File: config.mk
export PLATFORM = sky130hd
export DESIGN_NAME = p_psum_acc_flat
export DESIGN_NICKNAME = d
export VERILOG_FILES = /design/src/rtl/p_psum_acc_if.sv /design/src/rtl/p_psum_acc.sv /design/src/flat_wrapper.sv
export SDC_FILE = /design/constraint.sdc
export NUM_CORES = 1
export LEC_CHECK = 0
export CAP_MARGIN = 20
export CORE_UTILIZATION = 45
export CTS_CLUSTER_DIAMETER = 50
export DETAILED_ROUTE_END_ITERATION = 6
export GPL_ROUTABILITY_DRIVEN = 0
export PLACE_DENSITY = 0.75
export SLEW_MARGIN = 20
export SYNTH_ARGS = -nofsm -noshare
export SYNTH_HDL_FRONTEND = slang
export SYNTH_SLANG_ARGS = --single-unit
File: constraint.sdc
create_clock -name clk -period 4.6 [get_ports clk]
set_clock_uncertainty 0.05 [all_clocks]
set_input_delay 0.92 -clock clk [delete_from_list [all_inputs] [get_ports clk]]
set_output_delay 0.92 -clock clk [all_outputs]
set_load 0.05 [all_outputs]
File: src/rtl/p_psum_acc_if.sv
`default_nettype none
// +------------------------------------------------------------------+
// | Module      : p_psum_acc_if                                      |
// | Description : Beat-in / result-out bundle of the partial-sum     |
// |               accumulator. The slave side is the accumulator;    |
// |               the master side is the upstream/downstream pair.   |
// | Revision    : 1.0  initial release                               |
// +------------------------------------------------------------------+
interface p_psum_acc_if #(
   parameter int PREC = 8
);
   logic                   in_valid;
   logic                   in_ready;
   logic signed [PREC-1:0] in_psum;
   logic                   in_ovf;
   logic                   in_udf;
   logic                   in_rounded;
   logic signed [PREC-1:0] bias;
   logic                   out_valid;
   logic                   out_ready;
   logic signed [PREC-1:0] out;
   logic                   out_ovf;
   logic                   out_udf;
   logic                   out_rounded;

   modport slave (
      input  in_valid, in_psum, in_ovf, in_udf, in_rounded, bias, out_ready,
      output in_ready, out_valid, out, out_ovf, out_udf, out_rounded
   );

   modport master (
      output in_valid, in_psum, in_ovf, in_udf, in_rounded, bias, out_ready,
      input  in_ready, out_valid, out, out_ovf, out_udf, out_rounded
   );
endinterface
`default_nettype wire

File: src/rtl/p_psum_acc.sv
`default_nettype none
// +------------------------------------------------------------------+
// | Module      : p_psum_acc                                         |
// | Description : Collects BEATS partial sums for one neuron, adds   |
// |               the bias on beat 0, saturates or wraps, applies    |
// |               optional ReLU and holds the result behind a        |
// |               valid/ready handshake with sticky status flags.    |
// |               PREC is the data precision (CONF.prec).            |
// |               Macro P_PSUM_SAT_EN: clamp on overflow instead of  |
// |               wrapping modulo 2^PREC.                            |
// | Revision    : 1.0  initial release                               |
// +------------------------------------------------------------------+
module p_psum_acc #(
   parameter int PREC  = 8,
   parameter int BEATS = 4,
   parameter int ACT   = 1
) (
   input  logic          clk,
   input  logic          reset,
   p_psum_acc_if.slave   psum_io
);

   localparam int CW = (BEATS > 1) ? $clog2(BEATS) : 1;

   localparam logic [0:0] ST_ACC = 1'b0;
   localparam logic [0:0] ST_OUT = 1'b1;

   localparam logic signed [PREC-1:0] C_MAX = {1'b0, {(PREC-1){1'b1}}};
   localparam logic signed [PREC-1:0] C_MIN = {1'b1, {(PREC-1){1'b0}}};

   logic [0:0]             state_q, state_d;
   logic [CW-1:0]          cnt_q, cnt_d;
   logic signed [PREC-1:0] acc_q, acc_d;
   logic                   ovf_q, ovf_d;
   logic                   udf_q, udf_d;
   logic                   rnd_q, rnd_d;
   logic signed [PREC-1:0] out_q, out_d;
   logic                   out_ovf_q, out_ovf_d;
   logic                   out_udf_q, out_udf_d;
   logic                   out_rnd_q, out_rnd_d;

   logic                   beat_hs;
   logic                   first_beat;
   logic                   last_beat;
   logic signed [PREC-1:0] addend;
   logic signed [PREC:0]   sum_wide;
   logic                   add_ovf;
   logic signed [PREC-1:0] sum_sat;
   logic signed [PREC-1:0] sum_act;
   logic                   nxt_ovf;
   logic                   nxt_udf;
   logic                   nxt_rnd;

   // Datapath: one guarded add per beat plus saturation and activation.
   always_comb begin
      beat_hs    = psum_io.in_valid && (state_q == ST_ACC);
      first_beat = (cnt_q == '0);
      last_beat  = (cnt_q == CW'(BEATS - 1));
      addend     = first_beat ? psum_io.bias : acc_q;
      // One guard bit: the two top bits disagree exactly when the
      // PREC-bit result would be out of range, in either direction.
      sum_wide   = {addend[PREC-1], addend} + {psum_io.in_psum[PREC-1], psum_io.in_psum};
      add_ovf    = sum_wide[PREC] ^ sum_wide[PREC-1];
`ifdef P_PSUM_SAT_EN
      if (add_ovf) begin
         sum_sat = sum_wide[PREC] ? C_MIN : C_MAX;
      end else begin
         sum_sat = sum_wide[PREC-1:0];
      end
`else
      sum_sat    = sum_wide[PREC-1:0];
`endif
      if ((ACT == 1) && sum_sat[PREC-1]) begin
         sum_act = '0;
      end else begin
         sum_act = sum_sat;
      end
      // Beat 0 restarts the sticky flags; later beats accumulate into them.
      nxt_ovf = (first_beat ? 1'b0 : ovf_q) | psum_io.in_ovf | add_ovf;
      nxt_udf = (first_beat ? 1'b0 : udf_q) | psum_io.in_udf;
      nxt_rnd = (first_beat ? 1'b0 : rnd_q) | psum_io.in_rounded;
   end

   // Next-state: ACC consumes beats, OUT holds the result until taken.
   always_comb begin
      state_d   = state_q;
      cnt_d     = cnt_q;
      acc_d     = acc_q;
      ovf_d     = ovf_q;
      udf_d     = udf_q;
      rnd_d     = rnd_q;
      out_d     = out_q;
      out_ovf_d = out_ovf_q;
      out_udf_d = out_udf_q;
      out_rnd_d = out_rnd_q;
      case (state_q)
         ST_ACC: begin
            if (beat_hs) begin
               acc_d = sum_sat;
               ovf_d = nxt_ovf;
               udf_d = nxt_udf;
               rnd_d = nxt_rnd;
               if (last_beat) begin
                  cnt_d     = '0;
                  state_d   = ST_OUT;
                  out_d     = sum_act;
                  out_ovf_d = nxt_ovf;
                  out_udf_d = nxt_udf;
                  out_rnd_d = nxt_rnd;
               end else begin
                  cnt_d = cnt_q + CW'(1);
               end
            end
         end
         default: begin
            if (psum_io.out_ready) begin
               state_d = ST_ACC;
            end
         end
      endcase
   end

   // State and output registers; reset discards any partial neuron.
   always_ff @(posedge clk) begin
      if (reset) begin
         state_q   <= ST_ACC;
         cnt_q     <= '0;
         acc_q     <= '0;
         ovf_q     <= 1'b0;
         udf_q     <= 1'b0;
         rnd_q     <= 1'b0;
         out_q     <= '0;
         out_ovf_q <= 1'b0;
         out_udf_q <= 1'b0;
         out_rnd_q <= 1'b0;
      end else begin
         state_q   <= state_d;
         cnt_q     <= cnt_d;
         acc_q     <= acc_d;
         ovf_q     <= ovf_d;
         udf_q     <= udf_d;
         rnd_q     <= rnd_d;
         out_q     <= out_d;
         out_ovf_q <= out_ovf_d;
         out_udf_q <= out_udf_d;
         out_rnd_q <= out_rnd_d;
      end
   end

   assign psum_io.in_ready    = (state_q == ST_ACC);
   assign psum_io.out_valid   = (state_q == ST_OUT);
   assign psum_io.out         = out_q;
   assign psum_io.out_ovf     = out_ovf_q;
   assign psum_io.out_udf     = out_udf_q;
   assign psum_io.out_rounded = out_rnd_q;

endmodule
`default_nettype wire
File: src/flat_wrapper.sv
// flat-port wrapper written by rule: the top's interface ports become plain ports
module p_psum_acc_flat 
#(
   parameter int PREC  = 8,
   parameter int BEATS = 4,
   parameter int ACT   = 1
)
  (clk, reset, psum_io_in_valid, psum_io_in_psum, psum_io_in_ovf, psum_io_in_udf, psum_io_in_rounded, psum_io_bias, psum_io_out_ready, psum_io_in_ready, psum_io_out_valid, psum_io_out, psum_io_out_ovf, psum_io_out_udf, psum_io_out_rounded);
  p_psum_acc_if #(.PREC(PREC)) psum_io_i ();
  input  logic clk;
  input  logic reset;
  input wire logic [$bits(psum_io_i.in_valid)-1:0] psum_io_in_valid;
  input wire logic [$bits(psum_io_i.in_psum)-1:0] psum_io_in_psum;
  input wire logic [$bits(psum_io_i.in_ovf)-1:0] psum_io_in_ovf;
  input wire logic [$bits(psum_io_i.in_udf)-1:0] psum_io_in_udf;
  input wire logic [$bits(psum_io_i.in_rounded)-1:0] psum_io_in_rounded;
  input wire logic [$bits(psum_io_i.bias)-1:0] psum_io_bias;
  input wire logic [$bits(psum_io_i.out_ready)-1:0] psum_io_out_ready;
  output wire logic [$bits(psum_io_i.in_ready)-1:0] psum_io_in_ready;
  output wire logic [$bits(psum_io_i.out_valid)-1:0] psum_io_out_valid;
  output wire logic [$bits(psum_io_i.out)-1:0] psum_io_out;
  output wire logic [$bits(psum_io_i.out_ovf)-1:0] psum_io_out_ovf;
  output wire logic [$bits(psum_io_i.out_udf)-1:0] psum_io_out_udf;
  output wire logic [$bits(psum_io_i.out_rounded)-1:0] psum_io_out_rounded;
  assign psum_io_i.in_valid = psum_io_in_valid;
  assign psum_io_i.in_psum = psum_io_in_psum;
  assign psum_io_i.in_ovf = psum_io_in_ovf;
  assign psum_io_i.in_udf = psum_io_in_udf;
  assign psum_io_i.in_rounded = psum_io_in_rounded;
  assign psum_io_i.bias = psum_io_bias;
  assign psum_io_i.out_ready = psum_io_out_ready;
  assign psum_io_in_ready = psum_io_i.in_ready;
  assign psum_io_out_valid = psum_io_i.out_valid;
  assign psum_io_out = psum_io_i.out;
  assign psum_io_out_ovf = psum_io_i.out_ovf;
  assign psum_io_out_udf = psum_io_i.out_udf;
  assign psum_io_out_rounded = psum_io_i.out_rounded;
  p_psum_acc #(.PREC(PREC), .BEATS(BEATS), .ACT(ACT)) u_core (.clk(clk), .reset(reset), .psum_io(psum_io_i));
endmodule
After elaboration in Yosys (flattened, before gate mapping)
Cells that the tools add are included. W data, S select, Z words.

Word-level logic and storage cells: 33. Output and inout port bits: 13. RAM bits: 0. Memory bits (read-only): 0. Bits in latches: 0. Memories kept: 0. Register bits after elaboration: 25.

Reduce and logical (&&, ||, !) cells: 4. Bitwise logic cells: 6. Shifts and indexed selects: 0. Equality and inequality tests: 1. Div/mod/pow operators: 0. Multiplexer cells: 10. Add/sub/neg operators: 2. Magnitude comparators: 0. Multiply operators: 0.

Operators with widths (number): $add A8 B8 Y9 (1); $mux W8 (1); $mux W1 (7); $mux W7 (1); $or A1 B1 Y1 (4); $reduce_and A3 Y1 (1); $add A2 B1 Y2 const B (1); $eq A2 B2 Y1 const B (1); $logic_not A2 Y1 (1); $mux W2 (1); $reduce_and A2 Y1 (1); $logic_and A1 B1 Y1 (1); $not A1 Y1 (1); $xor A1 B1 Y1 (1).

Longest topological paths before layout
Gate-level depths: netlist (run 1).

Depth in word-level cells: 5. Gate-level depth with buffers: 11.

Worst setup path after synthesis (run 1)
No wires, ideal clock.

Path type: register -> register. From: register u_core.cnt_q[0]. To: register u_core.out_q[0], in the netlist u_core.psum_io.out[0]. Cell stages (with the launch flop): 11. Required time: 4433 ps. Path slack: 1795 ps. Setup time: 117 ps. Data arrival time: 2637 ps. Cell sequence: dfxtp_1 > inv_1 > ha_1 > clkbuf_1 > mux2_2 > ha_1 > a21o_1 > a31o_1 > a41oi_2 > xor2_2 > a32o_2.

Longest elaborated chain between the ends: 4. Elaborated cells between the ends (all ways): 6. Classes of those cells: 1 x add/sub; 1 x eq/ne; 2 x mux; 2 x reduce/logical.

RTL lines: from (decl) (line p_psum_acc.sv:32) `logic [CW-1:0] cnt_q, cnt_d;`; from (signal assigned) (line p_psum_acc.sv:138) `cnt_q <= cnt_d;`; $logic_not A2 Y1 (line p_psum_acc.sv:57) `first_beat = (cnt_q == '0);`; $mux W8 (line p_psum_acc.sv:59) `addend = first_beat ? psum_io.bias : acc_q;`; $add A8 B8 Y9 (line p_psum_acc.sv:62) `sum_wide = {addend[PREC-1], addend} + {psum_io.in_psum[PREC-1], psum_io.in_psum};`; $mux W7 (line p_psum_acc.sv:73) `if ((ACT == 1) && sum_sat[PREC-1]) begin`; to (signal assigned) (line p_psum_acc.sv:143) `out_q <= out_d;`; to (decl) (line p_psum_acc.sv:37) `logic signed [PREC-1:0] out_q, out_d;`.

Parallel ways exist; a longest one is shown, timed or not. A chain may end at the register's enable or synchronous reset.

Worst setup path after layout (run 1)
From: register u_core.cnt_q[0]. To: register u_core.out_q[3], in the netlist u_core.psum_io.out[3].

Same word-level chain as after synthesis.

==> impl_metrics.ini, run 1 <==
[route]
drtIter0Drc = 36
vias = 1146
drtPass1Iterations = 4
wl_um = 3085
wl_per_cell_um = 15.05
via_per_inst = 5.590
drtAntennaViolNets = 0
drc_errors = 0

[timing]
finalSetupViolations = 0
max_freq_mhz = 320.3
fin_crit_sh_pct = 67.87
min_period_ns = 3.122
hold_viol = 0
fin_tns_setup_ns = 0
tightestPinTransition_ns = 0.8443
grt_setup_unrepaired = no
slew_violations = 0
relSlewSlack_pct = 43.71

[grt]
overflow = 0
met2_usage_pct = 38.95
grt_pass1_vias = 1171
met1_usage_pct = 23.40
grt-busiest-layer = met2
antenna_found_initial = 0
use_met3_pct = 3.721
grt_use_total_pct = 20.40
grt_pass1_wl_um = 5112
grt_max_degree = 18

[synthesis]
synth_edf_count = 0
async_flop_share_pct = 0
ys_types = 35
synth_top_flop_cell = dfxtp_1
synthCells = 142
yosysSeqAreaShare_pct = 36.61
synth_nets = 177
syn_area_per_cell_um2 = 9.243
netlist_area_mm2 = 0.001313
ys_seq_elements = 24
yosysWarnings = 0

[clocking]
hold_buffers = 0
clk_pin_slew_ns = 0.14
clock_sinks = 24
cts_resized = 0
cts_root_buf = clkbuf_4
postCtsSetupRepairBufs = 0
cts_made_buffers = 3
cts.path.max_buffers = 2
h-tree-depth = 1
worstSkewPairLatency_ns = 0.31
cts_tree = done

[min_path]
min_path_type = reg2reg

[die]
die_area_mm2 = 0.003137
ios = 36
die_h_um = 56.01
rows = 19
die_w_um = 56.01
start_util_pct = 47.60
core_area_mm2 = 0.002758

[layout]
num_antenna_cells = 0
areaGrowthSynthToFinish_pct = 29.93
nets = 210
fin_area_mm2 = 0.001705
drive_gt1_share_pct = 10.34

[critical_path]
worst_ep_required_time_ns = 4.82
crit_path_start_kind = register
critPathCaptureType = register
cpMostUsedCell = ha_1
worst_path_max_delay_cell = ha_1
crit_family = compound AO/OA/AOI/OAI gates
cp.buffers_inverters = 1
crit_chain = inv_1 -> ha_1 -> mux2_2 -> ha_1 -> a21o_1 -> a31o_1 -> a41oi_2 -> xor2_2 -> a32o_1
path_class = reg2reg
cp_slowest_stage_delay_ns = 0.51
path_max_fanout = 11
arrival_ns = 3.34

[placed_design]
hpwl_um = 2388
port_buffers = 34
dpl-instance-area_mm2 = 0.001669

[power]
leakagePower_uw = 0.0007157
vdd_drop_max_v = 0.0002156
power.density_mw_per_mm2 = 319.7

[outcome]
status = complete, no violations

[job]
drv_cap = 0
==> final timing paths <==
| kind | from | end | slack, ns | cells past startpoint |
|---|---|---|---|---|
| max | u_core.cnt_q[0]$_SDFFE_PP0P_ | u_core.psum_io.out[3]$_SDFFE_PP0P_ | 1.48 | 9 |
| min reg2reg | u_core.acc_q[1]$_SDFFE_PP0P_ | u_core.acc_q[1]$_SDFFE_PP0P_ | 0.41 | 2 |
| max reg2reg | u_core.cnt_q[0]$_SDFFE_PP0P_ | u_core.psum_io.out[3]$_SDFFE_PP0P_ | 1.48 | 9 |
| min | u_core.acc_q[1]$_SDFFE_PP0P_ | u_core.acc_q[1]$_SDFFE_PP0P_ | 0.41 | 2 |
==> cells by family after synthesis <==
logic type	Yosys count	share of synthesized area (%)
simple gates	39	13.82
compound gates	38	20.78
mux	8	6.864
fa+ha+maj	12	12.01
other cells	1	0.2857
xor+xnor	8	5.911
buf+inv	12	3.718
flops	24	36.61
==> cells in the mapped netlist (2+ instances only) <==
cell,count,share of area [%]
a21o_1,5,2.9
a21oi_1,13,5.0
a22oi_1,2,1.1
a32o_1,4,3.1
a32o_2,3,2.6
clkbuf_1,6,1.7
dfxtp_1,24,37
ha_1,11,10
inv_1,5,1.4
mux2_2,8,6.9
nand2_1,18,5.1
nand3_1,3,1.1
nor2_1,7,2.0
nor2b_1,2,0.95
nor3_1,2,0.76
nor3b_1,2,1.1
o21ai_0,4,1.5
xnor2_1,4,2.7
xor2_1,3,2.0
==> stage by stage <==
stage | power [µW] | setup WS, ns | utilization, % | hold WS, ns | instances
detailed placement | 437.9 | 1.222 | 60.53 | 0.3957 | 201
floorplan | 378.7 | 1.795 | - | 0.3838 | 142
global placement | 427.3 | 1.346 | 60.53 | 0.3856 | 201
CTS | 545.1 | 1.469 | 61.84 | 0.4135 | 205
finish | 545.3 | 1.478 | 61.84 | 0.4124 | 205
global route | 577.4 | 1.341 | 61.84 | 0.4371 | 205
==> sequential cells by signal, indices dropped and copies added (netlist names) <==
signal and flops:
u_core.acc_q 8, u_core.cnt_q 2, u_core.ovf_q 1, u_core.psum_io.out 7
u_core.psum_io.out_ovf 1, u_core.psum_io.out_rounded 1, u_core.psum_io.out_udf 1, u_core.psum_io.out_valid 1
u_core.rnd_q 1, u_core.udf_q 1
==> worst min-delay path, stage by stage, from the launching register on <==
cell and delay, ns:
dfxtp_1 0.33, nand2_1 0.05, a21oi_1 0.05
==> area by class of cell <==
type / count / area, µm²
clock buffer: 4 / 36.28
timing repair buffer: 35 / 347.8
tap: 31 / 38.79
multi-input combinational: 106 / 783.3
sequential: 24 / 480.5
fill: 255 / 1052
inverter: 5 / 18.77
==> routing by layer <==
metal  up-vias  wire, µm
met5         -         0
met4         0         8
met3         2       164
met2        38      1553
met1       535      1359
li1        571         -
==> report_power, final <==
group / internal [µW] / switching, µW
clock: 48.3 / 63.3
combinational: 90.6 / 111
sequential: 224 / 7.81
total: 363 / 182
==> cell usage in the layout, fill, tap and decap left out, types with 2 or more instances in the layout <==
cell type         n
nor2_1            7
a22oi_1           2
nand2_1          18
nor3_1            2
clkdlybuf4s50_1  34
clkbuf_4          3
nand3_1           3
nor2b_1           2
a21oi_1          13
o21ai_0           4
a32o_1            4
inv_1             5
nor3b_1           2
xnor2_1           4
ha_1             11
a21o_1            5
xor2_1            3
a32o_2            3
dfxtp_1          24
mux2_2            8
No activity file was read; power rests on OpenSTA's default activity.
==> inputs of run 2 (changes only) <==
==> constraint.sdc (replaced) <==
create_clock -name clk -period 3.23 [get_ports clk]
set_clock_uncertainty 0.05 [all_clocks]
set_input_delay 0.646 -clock clk [delete_from_list [all_inputs] [get_ports clk]]
set_output_delay 0.646 -clock clk [all_outputs]
set_load 0.05 [all_outputs]
==> run 2 against run 1 <==
Worst setup slack lost 1.3 ns. Die area stayed put. Combinational power rose by 45%. Register-to-register slack got worse by 1.3 ns. Worst hold slack improved by 0.0054 ns. Critical endpoint unchanged. Largest power group unchanged.
==> impl_metrics.ini, run 2 (same netlist as run 1, synthesis figures left out) <==
[die]
die_w_um = 56.01
start_util_pct = 47.60
core_area_mm2 = 0.002758
rows = 19
ios = 36
die_h_um = 56.01
die_area_mm2 = 0.003137

[route]
drtIter0Drc = 35
via_per_inst = 5.611
drtPass1Iterations = 4
wl_um = 3113
drtAntennaViolNets = 0
drc_errors = 0
wl_per_cell_um = 14.97
vias = 1167

[critical_path]
crit-reg2reg-launch = u_core.cnt_q[0]$_SDFFE_PP0P_
path_max_fanout = 8
arrival_ns = 3.27
r2r_end = u_core.psum_io.out[3]$_SDFFE_PP0P_
crit_path_start_kind = register
path_class = reg2reg
critPathCaptureType = register
r2r_slack_ns = 0.17
worst_ep_required_time_ns = 3.44
ff2ff_path_depth = 10

[power]
vdd_drop_max_v = 0.0003091
power.density_mw_per_mm2 = 451.2
leakagePower_uw = 0.0007299

[timing]
fin_crit_sh_pct = 94.68
tightestPinTransition_ns = 0.6141
hold_viol = 0
slew_violations = 0
finalSetupViolations = 0
grt_setup_unrepaired = no
fin_tns_setup_ns = 0
relSlewSlack_pct = 58.91
max_freq_mhz = 327.0
min_period_ns = 3.058

[grt]
grt_use_total_pct = 20.71
antenna_found_initial = 0
grt_max_degree = 17
overflow = 0
grt_pass1_wl_um = 5181
grt_pass1_vias = 1201

[placed_design]
port_buffers = 34
dpl-instance-area_mm2 = 0.001692
hpwl_um = 2456

[clocking]
worstSkewPairLatency_ns = 0.31
clk_pin_slew_ns = 0.13
cts_made_buffers = 3
postCtsSetupRepairBufs = 0
hold_buffers = 0
cts_root_buf = clkbuf_4
cts.path.max_buffers = 2
cts_tree = done
h-tree-depth = 1
cts_resized = 0
clock_sinks = 24

[layout]
layout_commonest_cell = clkdlybuf4s50_1
drive_gt1_share_pct = 11.86
nets = 213
largest_reg_flops = 8
multiInputGateArea_um2 = 783.3
num_antenna_cells = 0
fillers = 239
largest_register = u_core.acc_q
most-common-layout-cells = 34 x clkdlybuf4s50_1, 24 x dfxtp_1, 18 x nand2_1
fin_area_mm2 = 0.001728
areaGrowthSynthToFinish_pct = 31.65
seqCellArea_um2 = 480.5

[min_path]
hold_path_end = u_core.acc_q[1]$_SDFFE_PP0P_
min_path_type = reg2reg
whs_path_depth = 2
hp-start = u_core.acc_q[1]$_SDFFE_PP0P_

[outcome]
status = complete, no violations

[job]
drv_cap = 0
run 2: cell count changes in the layout (fill, tap and decap cells not counted), sizes merged:
cell  previous run  this run
buf              1         4
run 2: final cells by class:
cell class	instances	area share (%)
Sequential cell	24	27.81
Clock buffer	4	2.100
Multi-Input combinational cell	106	45.33
Tap cell	31	2.245
Timing Repair Buffer	38	21.43
Inverter	5	1.086
run 2: per-layer routing:
metal	GRT usage, %	vias to the layer above	wire length [µm]
li1	-	574	-
met1	26.09	554	1451
met2	36.05	35	1496
met3	2.791	4	141
met4	7.317	0	23
met5	0	-	0
run 2: how the worst max path moves through the flow:
| stage | from | end | slack, ns | cells past startpoint |
|---|---|---|---|---|
| after CTS | u_core.cnt_q[0]$_SDFFE_PP0P_ | u_core.psum_io.out[3]$_SDFFE_PP0P_ | 0.19 | 10 |
| after detailed placement | psum_io_bias[4] | u_core.psum_io.out[3]$_SDFFE_PP0P_ | 0.14 | 8 |
| after global placement | psum_io_bias[4] | u_core.psum_io.out[0]$_SDFFE_PP0P_ | 0.26 | 8 |
| after floorplan | u_core.cnt_q[0]$_SDFFE_PP0P_ | u_core.psum_io.out[0]$_SDFFE_PP0P_ | 0.43 | 10 |
| after global routing | u_core.cnt_q[0]$_SDFFE_PP0P_ | u_core.acc_q[7]$_SDFFE_PP0P_ | 0.002 | 10 |
| final | u_core.cnt_q[0]$_SDFFE_PP0P_ | u_core.psum_io.out[3]$_SDFFE_PP0P_ | 0.17 | 10 |
run 2: metrics by stage:
step | hold WS (ns) | power [µW] | worst slack (ns) | utilization (%) | cells
final | 0.4178 | 779.6 | 0.1718 | 62.66 | 208
after global routing | 0.4449 | 820.4 | 0.002495 | 62.66 | 208
after detailed placement | 0.4002 | 625.9 | 0.1379 | 61.34 | 204
after CTS | 0.4179 | 782.1 | 0.1949 | 62.66 | 208
after global placement | 0.3861 | 613.8 | 0.2568 | 61.34 | 204
after floorplan | 0.3838 | 539.3 | 0.4253 | - | 142
run 2: where the power goes:
group	internal, µW	leakage, µW	total (µW)	switching [µW]
sequential	319	0.000196	331	11.8
clock	68.9	0.0000210	157	87.7
combinational	132	0.000513	292	160
total	520	0.000730	780	259
run 2: critical path, stage by stage, from the launching register on:
cell,delay [ns]
dfxtp_1,0.34
inv_1,0.09
ha_1,0.31
buf_4,0.22
mux2_2,0.36
ha_1,0.32
a21oi_1,0.19
a21boi_0,0.18
a41oi_2,0.34
xor2_2,0.37
a32o_1,0.23
